==> src/rtl/acc_sched_pkg.sv <==
// Shared types for the PE-column accumulator sequencer (acc_sched).
// Holds the FSM state encoding used by the top and the bench.
package acc_sched_pkg;

  localparam int ST_W = 2;

  typedef enum logic [ST_W-1:0] {
    IDLE  = 2'd0,
    CLEAR = 2'd1,
    ACCUM = 2'd2,
    DRAIN = 2'd3
  } state_t;

endpackage

==> src/rtl/acc_sched_if.sv <==
// Job/product/result handshake bundle between an acc_sched instance and its
// controller, product source, accumulator and result sink.
interface acc_sched_if #(
  parameter int K_W    = 8,
  parameter int PERF_W = 32
);
  logic              start;
  logic [K_W-1:0]    cfg_k;
  logic              abort;
  logic              in_valid;
  logic              in_ready;
  logic              acc_en;
  logic              acc_clr;
  logic              busy;
  logic              o_valid;
  logic              o_ready;
  logic [PERF_W-1:0] stall_cnt;

  // Sequencer side
  modport slave (
    input  start, cfg_k, abort, in_valid, o_ready,
    output in_ready, acc_en, acc_clr, busy, o_valid, stall_cnt
  );

  // Controller / environment side
  modport master (
    output start, cfg_k, abort, in_valid, o_ready,
    input  in_ready, acc_en, acc_clr, busy, o_valid, stall_cnt
  );
endinterface

==> src/rtl/acc_sched_cnt.sv <==
// Product counter for acc_sched: K_W-wide up counter with synchronous clear
// and a "this is the last product" compare against the job length.
module acc_sched_cnt #(
  parameter int K_W = 8
) (
  input  logic           clk,
  input  logic           rst_n,
  input  logic           clr,
  input  logic           inc,
  input  logic [K_W-1:0] lim,
  output logic [K_W-1:0] cnt,
  output logic           last
);

  // NOTE: sequential state uses non-blocking assignments so every register
  // samples pre-edge values regardless of block ordering.
  always_ff @(posedge clk or negedge rst_n) begin
    if (!rst_n) begin
      cnt <= '0;
    end else if (clr) begin
      cnt <= '0;
    end else if (inc) begin
      cnt <= cnt + 1'b1;
    end
  end

  // Compared before the increment, so the counter never needs to wrap.
  assign last = (cnt == (lim - 1'b1));

endmodule

==> src/rtl/acc_sched.sv <==
// Accumulator sequencer for one PE column: clear, admit cfg_k products, hold
// the sum for an output handshake. Optional stall counter: ACC_SCHED_PERF_EN.
module acc_sched
  import acc_sched_pkg::*;
#(
  parameter int K_W    = 8,
  parameter int PERF_W = 32
) (
  input  logic        clk,
  input  logic        rst_n,
  acc_sched_if.slave  bus
);

  state_t         state;
  logic [K_W-1:0] k_q;
  logic [K_W-1:0] cnt;
  logic           last;
  logic           in_ready_w;
  logic           fire;
  logic           start_ok;
  logic           job_start;

  assign in_ready_w = (state == ACCUM) && !bus.abort;
  assign fire       = bus.in_valid && in_ready_w;

  // A new job is taken from IDLE or on the DRAIN handshake; abort beats start.
  assign start_ok  = bus.start && (bus.cfg_k != '0) && !bus.abort;
  assign job_start = start_ok &&
                     ((state == IDLE) || ((state == DRAIN) && bus.o_ready));

  acc_sched_cnt #(.K_W(K_W)) u_cnt (
    .clk   (clk),
    .rst_n (rst_n),
    .clr   (bus.abort || job_start),
    .inc   (fire),
    .lim   (k_q),
    .cnt   (cnt),
    .last  (last)
  );

  always_ff @(posedge clk or negedge rst_n) begin
    if (!rst_n) begin
      state <= IDLE;
      k_q   <= '0;
    end else begin
      if (job_start) begin
        k_q <= bus.cfg_k;
      end
      if (bus.abort) begin
        state <= IDLE;
      end else begin
        unique case (state)
          IDLE:    if (job_start) state <= CLEAR;
          CLEAR:   state <= ACCUM;
          ACCUM:   if (fire && last) state <= DRAIN;
          DRAIN:   if (bus.o_ready) state <= job_start ? CLEAR : IDLE;
          default: state <= IDLE;
        endcase
      end
    end
  end

  assign bus.in_ready = in_ready_w;
  assign bus.acc_en   = fire;
  assign bus.acc_clr  = (state == CLEAR) || bus.abort;
  assign bus.busy     = (state != IDLE);
  assign bus.o_valid  = (state == DRAIN);

`ifdef ACC_SCHED_PERF_EN
  logic [PERF_W-1:0] stall_q;

  // Saturating count of starved ACCUM cycles; abort neither clears nor freezes it.
  always_ff @(posedge clk or negedge rst_n) begin
    if (!rst_n) begin
      stall_q <= '0;
    end else if (job_start) begin
      stall_q <= '0;
    end else if ((state == ACCUM) && !bus.in_valid && (stall_q != '1)) begin
      stall_q <= stall_q + 1'b1;
    end
  end

  assign bus.stall_cnt = stall_q;
`else
  assign bus.stall_cnt = {PERF_W{1'b0}};
`endif

endmodule

==> src/flat_wrapper.sv <==
// flat-port wrapper written by rule: the top's interface ports become plain ports
module acc_sched_flat import acc_sched_pkg::*;
#(
  parameter int K_W    = 8,
  parameter int PERF_W = 32
)
  (clk, rst_n, bus_start, bus_cfg_k, bus_abort, bus_in_valid, bus_o_ready, bus_in_ready, bus_acc_en, bus_acc_clr, bus_busy, bus_o_valid, bus_stall_cnt);
  acc_sched_if #(.K_W(K_W), .PERF_W(PERF_W)) bus_i ();
  input  logic clk;
  input  logic rst_n;
  input wire logic [$bits(bus_i.start)-1:0] bus_start;
  input wire logic [$bits(bus_i.cfg_k)-1:0] bus_cfg_k;
  input wire logic [$bits(bus_i.abort)-1:0] bus_abort;
  input wire logic [$bits(bus_i.in_valid)-1:0] bus_in_valid;
  input wire logic [$bits(bus_i.o_ready)-1:0] bus_o_ready;
  output wire logic [$bits(bus_i.in_ready)-1:0] bus_in_ready;
  output wire logic [$bits(bus_i.acc_en)-1:0] bus_acc_en;
  output wire logic [$bits(bus_i.acc_clr)-1:0] bus_acc_clr;
  output wire logic [$bits(bus_i.busy)-1:0] bus_busy;
  output wire logic [$bits(bus_i.o_valid)-1:0] bus_o_valid;
  output wire logic [$bits(bus_i.stall_cnt)-1:0] bus_stall_cnt;
  assign bus_i.start = bus_start;
  assign bus_i.cfg_k = bus_cfg_k;
  assign bus_i.abort = bus_abort;
  assign bus_i.in_valid = bus_in_valid;
  assign bus_i.o_ready = bus_o_ready;
  assign bus_in_ready = bus_i.in_ready;
  assign bus_acc_en = bus_i.acc_en;
  assign bus_acc_clr = bus_i.acc_clr;
  assign bus_busy = bus_i.busy;
  assign bus_o_valid = bus_i.o_valid;
  assign bus_stall_cnt = bus_i.stall_cnt;
  acc_sched #(.K_W(K_W), .PERF_W(PERF_W)) u_core (.clk(clk), .rst_n(rst_n), .bus(bus_i));
endmodule
==> config.mk <==
export PLATFORM = sky130hd
export DESIGN_NAME = acc_sched_flat
export DESIGN_NICKNAME = d
export VERILOG_FILES = /design/src/rtl/acc_sched_pkg.sv /design/src/rtl/acc_sched_if.sv /design/src/rtl/acc_sched_cnt.sv /design/src/rtl/acc_sched.sv /design/src/flat_wrapper.sv
export SDC_FILE = /design/constraint.sdc
export NUM_CORES = 1
export LEC_CHECK = 0
export CORE_ASPECT_RATIO = 0.9
export CORE_MARGIN = 2
export CORE_UTILIZATION = 48
export DETAILED_ROUTE_END_ITERATION = 10
export GPL_ROUTABILITY_DRIVEN = 1
export PLACE_DENSITY = 0.85
export SETUP_SLACK_MARGIN = 0.2
export SLEW_MARGIN = 0
export SYNTH_ARGS = -nofsm -noshare
export SYNTH_HDL_FRONTEND = slang
export SYNTH_HIERARCHICAL = 1
export SYNTH_SLANG_ARGS = --single-unit
==> constraint.sdc <==
create_clock -name clk -period 5.2 [get_ports clk]
set_input_delay 1.3 -clock clk [delete_from_list [all_inputs] [get_ports clk]]
set_output_delay 1.3 -clock clk [all_outputs]
set_load 0.005 [all_outputs]
======== Word level (Yosys, flattened, before mapping) ========
Index checks and enable logic that the tools add are counted.
word-level totals
  input port bits ......................... 14
  register bits ........................... 18
  word-level logic and storage cells ...... 36
  output and inout port bits .............. 37
cells by class
  equal/unequal tests ..................... 7
  reductions and logical operators ........ 16
  $add $sub $neg .......................... 2
  mux-type cells .......................... 8
operators with widths
  cell                                                                      count
  8-bit 2-to-1 mux                                                          2
  8-bit by 1-bit adder with 8-bit output (second input constant)            1
  8-bit == test                                                             1
  2-bit 2-to-1 mux                                                          4
  2-bit one-hot mux with 4 select lines                                     1
  8-bit nonzero test                                                        1
  8-bit by 1-bit subtractor with 8-bit output (second input constant)       1
  1-bit logical AND                                                         7
  3-bit inequality test (second input constant)                             2
  2-bit == test (second input constant)                                     2
  2-bit nonzero test                                                        2
  1-bit logical OR                                                          3
  3-bit by 2-bit inequality test with 1-bit output (second input constant)  1
  3-bit AND reduction                                                       1
  2-bit by 1-bit == test with 1-bit output (second input constant)          1
  2-bit zero test                                                           1
  1-bit zero test                                                           1
  1-bit 2-to-1 mux                                                          1

======== Depth between registers and ports, before layout ========
  depth in word-level cells ............... 8
  gate-level depth with buffers ........... 10
  mapped depth without buffers ............ 10

======== Hierarchy ========
The synthesis kept the hierarchy.
by module, submodules not included
  module         area each (µm²)  cells each  times used  seq. area each (µm²)
  acc_sched      803.3            82          1           250.2
  acc_sched_cnt  633.1            70          1           200.2

======== Worst setup path before layout ========
No wires, ideal clock.
  kind .................................... input port to output port
  from .................................... input bus_abort
  to ...................................... output bus_acc_en
  arrival ................................. 1,609 ps
  setup slack ............................. 2,291 ps
  stages .................................. 2
  buffers on the path ..................... 0
  data required time ...................... 3,900 ps
  path through ............................ nor2b_1 > and2_1
on the way
  word-level cells in the longest chain between the ends .. 3
RTL lines
  what                line                source
  start: declaration  flat_wrapper.sv:13  input wire logic [$bits(bus_i.abort)-1:0] bus_abort;
  1-bit zero test     acc_sched.sv:23     assign in_ready_w = (state == ACCUM) && !bus.abort;
  1-bit logical AND   acc_sched.sv:23
  1-bit logical AND   acc_sched.sv:24     assign fire = bus.in_valid && in_ready_w;
  end: declaration    flat_wrapper.sv:17  output wire logic [$bits(bus_i.acc_en)-1:0] bus_acc_en;
Every way passes these cells.

======== Worst setup path in the final report ========
Same ends and word-level chain as after synthesis.

==> results.sh <==
export IMPL_status="finished clean"
export IMPL_synth_common_cells="buf_4, dfrtp_1, nor2_1"
export IMPL_ys_seq_area_frac=0.314
export IMPL_endpoint_kind="output pin"
export IMPL_place_hpwl_mm=2.09
export IMPL_via_per_inst=5.03
export IMPL_fin_crit_ns=4.25
export IMPL_postPlaceCellArea_um2=1530
export IMPL_rsz0062_at_grt="no"
export IMPL_cts_sinks=18
export IMPL_syn2layout_area_growth_pct=8.19
export IMPL_async_flop_share=1.00
export IMPL_grt_pass1_wl_mm=4.35
export IMPL_num_rows=18
export IMPL_worst_slew_pin_slew_ns=0.975
export IMPL_antenna_found_initial=0
export IMPL_worst_slack_ns=0.949
export IMPL_num_vias=1052
export IMPL_yosysWarnings=6
export IMPL_cts_buffer_depth=2
export IMPL_wirelength_mm=2.60
export IMPL_fmax_mhz=235
export IMPL_die_h_um=55.9
export IMPL_nets=191
export IMPL_track_usage=0.161
export IMPL_drive_gt1_frac=0.107
export IMPL_n_antenna_cell=0
export IMPL_maxCapViolCount=0
export IMPL_fin_crit_sh=0.817
export IMPL_place_ws_ns=0.969
export IMPL_ir_worst_vdd_mv=0.233
export IMPL_finish_utilization=0.556
export IMPL_path_max_fanout=9
export IMPL_worstSetupStartpointType="input pin"
export IMPL_cts_resized=0
export IMPL_grt_ovfl_total=0
export IMPL_fp_coreArea_um2=2790
export IMPL_cts_tree="built"
export IMPL_root_buffer="clkbuf_4"
export IMPL_worstHoldPathType="register to register"
export IMPL_dieArea_um2=3450
export IMPL_required_ns=3.90
export IMPL_synth_area_leaders="dfrtp_1, buf_4, mux2_2, ha_1, xor2_1"
export IMPL_slowest_delay_ns=0.57
export IMPL_setup_viol=0
export IMPL_skew_ns=0.000910
export IMPL_insertion_delay_ns=0.28
export IMPL_portBuffers=18
export IMPL_netlist_area_um2=1440
export IMPL_initial_utilization=0.514
export IMPL_clk_pin_slew_ns=0.10
export IMPL_synth_top_area_share=0.314
export IMPL_p_leak_nw=0.691
export IMPL_setup_tns_final_ns=0
export IMPL_yosys_area_top_type="dfrtp_1"
export IMPL_fin_area_um2=1550
export IMPL_avgSynthCellArea_um2=9.45
export IMPL_critPathKind="input pin to output pin"
export IMPL_hold_violations=0
export IMPL_synth_cell_types=43
export IMPL_crit_chain="clkdlybuf4s50_1, nor2b_1, and2_1, clkdlybuf4s50_1"
export IMPL_synth_ff_type="dfrtp_1"
export IMPL_cp_slowest_cell="clkdlybuf4s50_1"
export IMPL_synthCells=152
export IMPL_drt_iter0_drc=35
export IMPL_maxSlewHeadroom=0.343
export IMPL_io_pins=51
export IMPL_cts_max_level=1
export IMPL_gp_congestion=0.813
export IMPL_ant_nets=0
export IMPL_cts_hold_buffers=0
export IMPL_grt_max_degree=19
export IMPL_crit_path_frequent_cell="clkdlybuf4s50_1"
export IMPL_route_detailed_drc=0
export IMPL_yosysMostFrequentCell="buf_4"
export IMPL_synth_edff_count=0
export IMPL_wire_per_inst_um=12.5
export IMPL_worstPathArrival_ns=2.95
export IMPL_post_cts_setup_buffers=0
export IMPL_die_w_um=61.7
export IMPL_power_density_nw_per_um2=377
export IMPL_drv_slew=0
export IMPL_cts_made_buffers=3
export IMPL_grt_pass1_vias=1008
export IMPL_dr_pass1_iters=4
export IMPL_ys_ff_latch=18
flip-flops by register name, summed over array words and instances, names as in the netlist:
name              cells
u_core/u_cnt/cnt      8
u_core/k_q            8
u_core/state          2
cells in the final DEF (no fill, tap or decap), types with 2 or more instances in the layout:
cell type / n
nor4_1: 3
ha_1: 6
a21oi_1: 2
nor3_1: 3
and3_1: 2
nand4_1: 2
inv_1: 8
clkdlybuf4s50_1: 18
a211oi_1: 4
mux2_2: 8
nor2_1: 11
xor2_1: 8
dfrtp_1: 18
conb_1: 32
and2_1: 2
nor2b_1: 2
xnor2_1: 6
clkbuf_4: 3
o2111ai_1: 2
nand2_1: 6
cells by family after synthesis:
family / after synthesis / share of synthesized area
xor gates and xnor gates: 14 / 0.0854
AOI/OAI and AO/OA: 19 / 0.107
and+or+nand+nor: 42 / 0.173
DFF: 18 / 0.314
buffers and inverters: 43 / 0.196
adders and majority gates: 6 / 0.0523
other: 1 / 0.00261
muxes: 9 / 0.0697
worst max-delay path, delay by kind of cell:
kind	cells	cell delay, ns
buffers and inverters	2	1.12
and+or+nand+nor	2	0.53
report_power, final:
part	switching, mW	internal, mW
Combinational	0.134	0.149
Clock	0.0399	0.0269
Sequential	0.0562	0.179
Total	0.230	0.355
routing by layer:
metal / wire (µm) / global-route usage / vias to the layer above
li1: - / - / 504
met4: 50 / 0.0426 / 0
met2: 1300 / 0.260 / 42
met5: 0 / 0 / -
met1: 1100 / 0.218 / 502
met3: 145 / 0.0279 / 4
through the flow:
stage          hold WS, ns  total power [mW]  std cells
2_1_floorplan        0.502             0.450        183
3_5_place_dp         0.524             0.518        206
3_3_place_gp         0.517             0.498        206
4_1_cts              0.546             0.583        209
5_1_grt              0.570             0.632        209
6_report             0.547             0.586        209
layout make-up:
class / count / area [µm²]
Clock buffer: 3 / 22.5
Fill cell: 246 / 1240
Inverter: 8 / 30.0
Multi-Input combinational cell: 122 / 821
Sequential cell: 18 / 450
Tap cell: 40 / 50.0
Timing Repair Buffer: 18 / 180
worst paths after layout:
path,start,endpoint,slack [ns],cells after the start
max,bus_abort,bus_acc_en,0.95,4
min,u_core/k_q[7],u_core/k_q[7],0.55,1
max reg2reg,u_core/k_q[0],u_core/state[1],2.32,10
min reg2reg,u_core/k_q[7],u_core/k_q[7],0.55,1
max in group asynchronous,rst_n,u_core/state[1],3.24,1
min in group asynchronous,rst_n,u_core/u_cnt/cnt[1],1.47,1
Power figures use the tool's default switching activity.
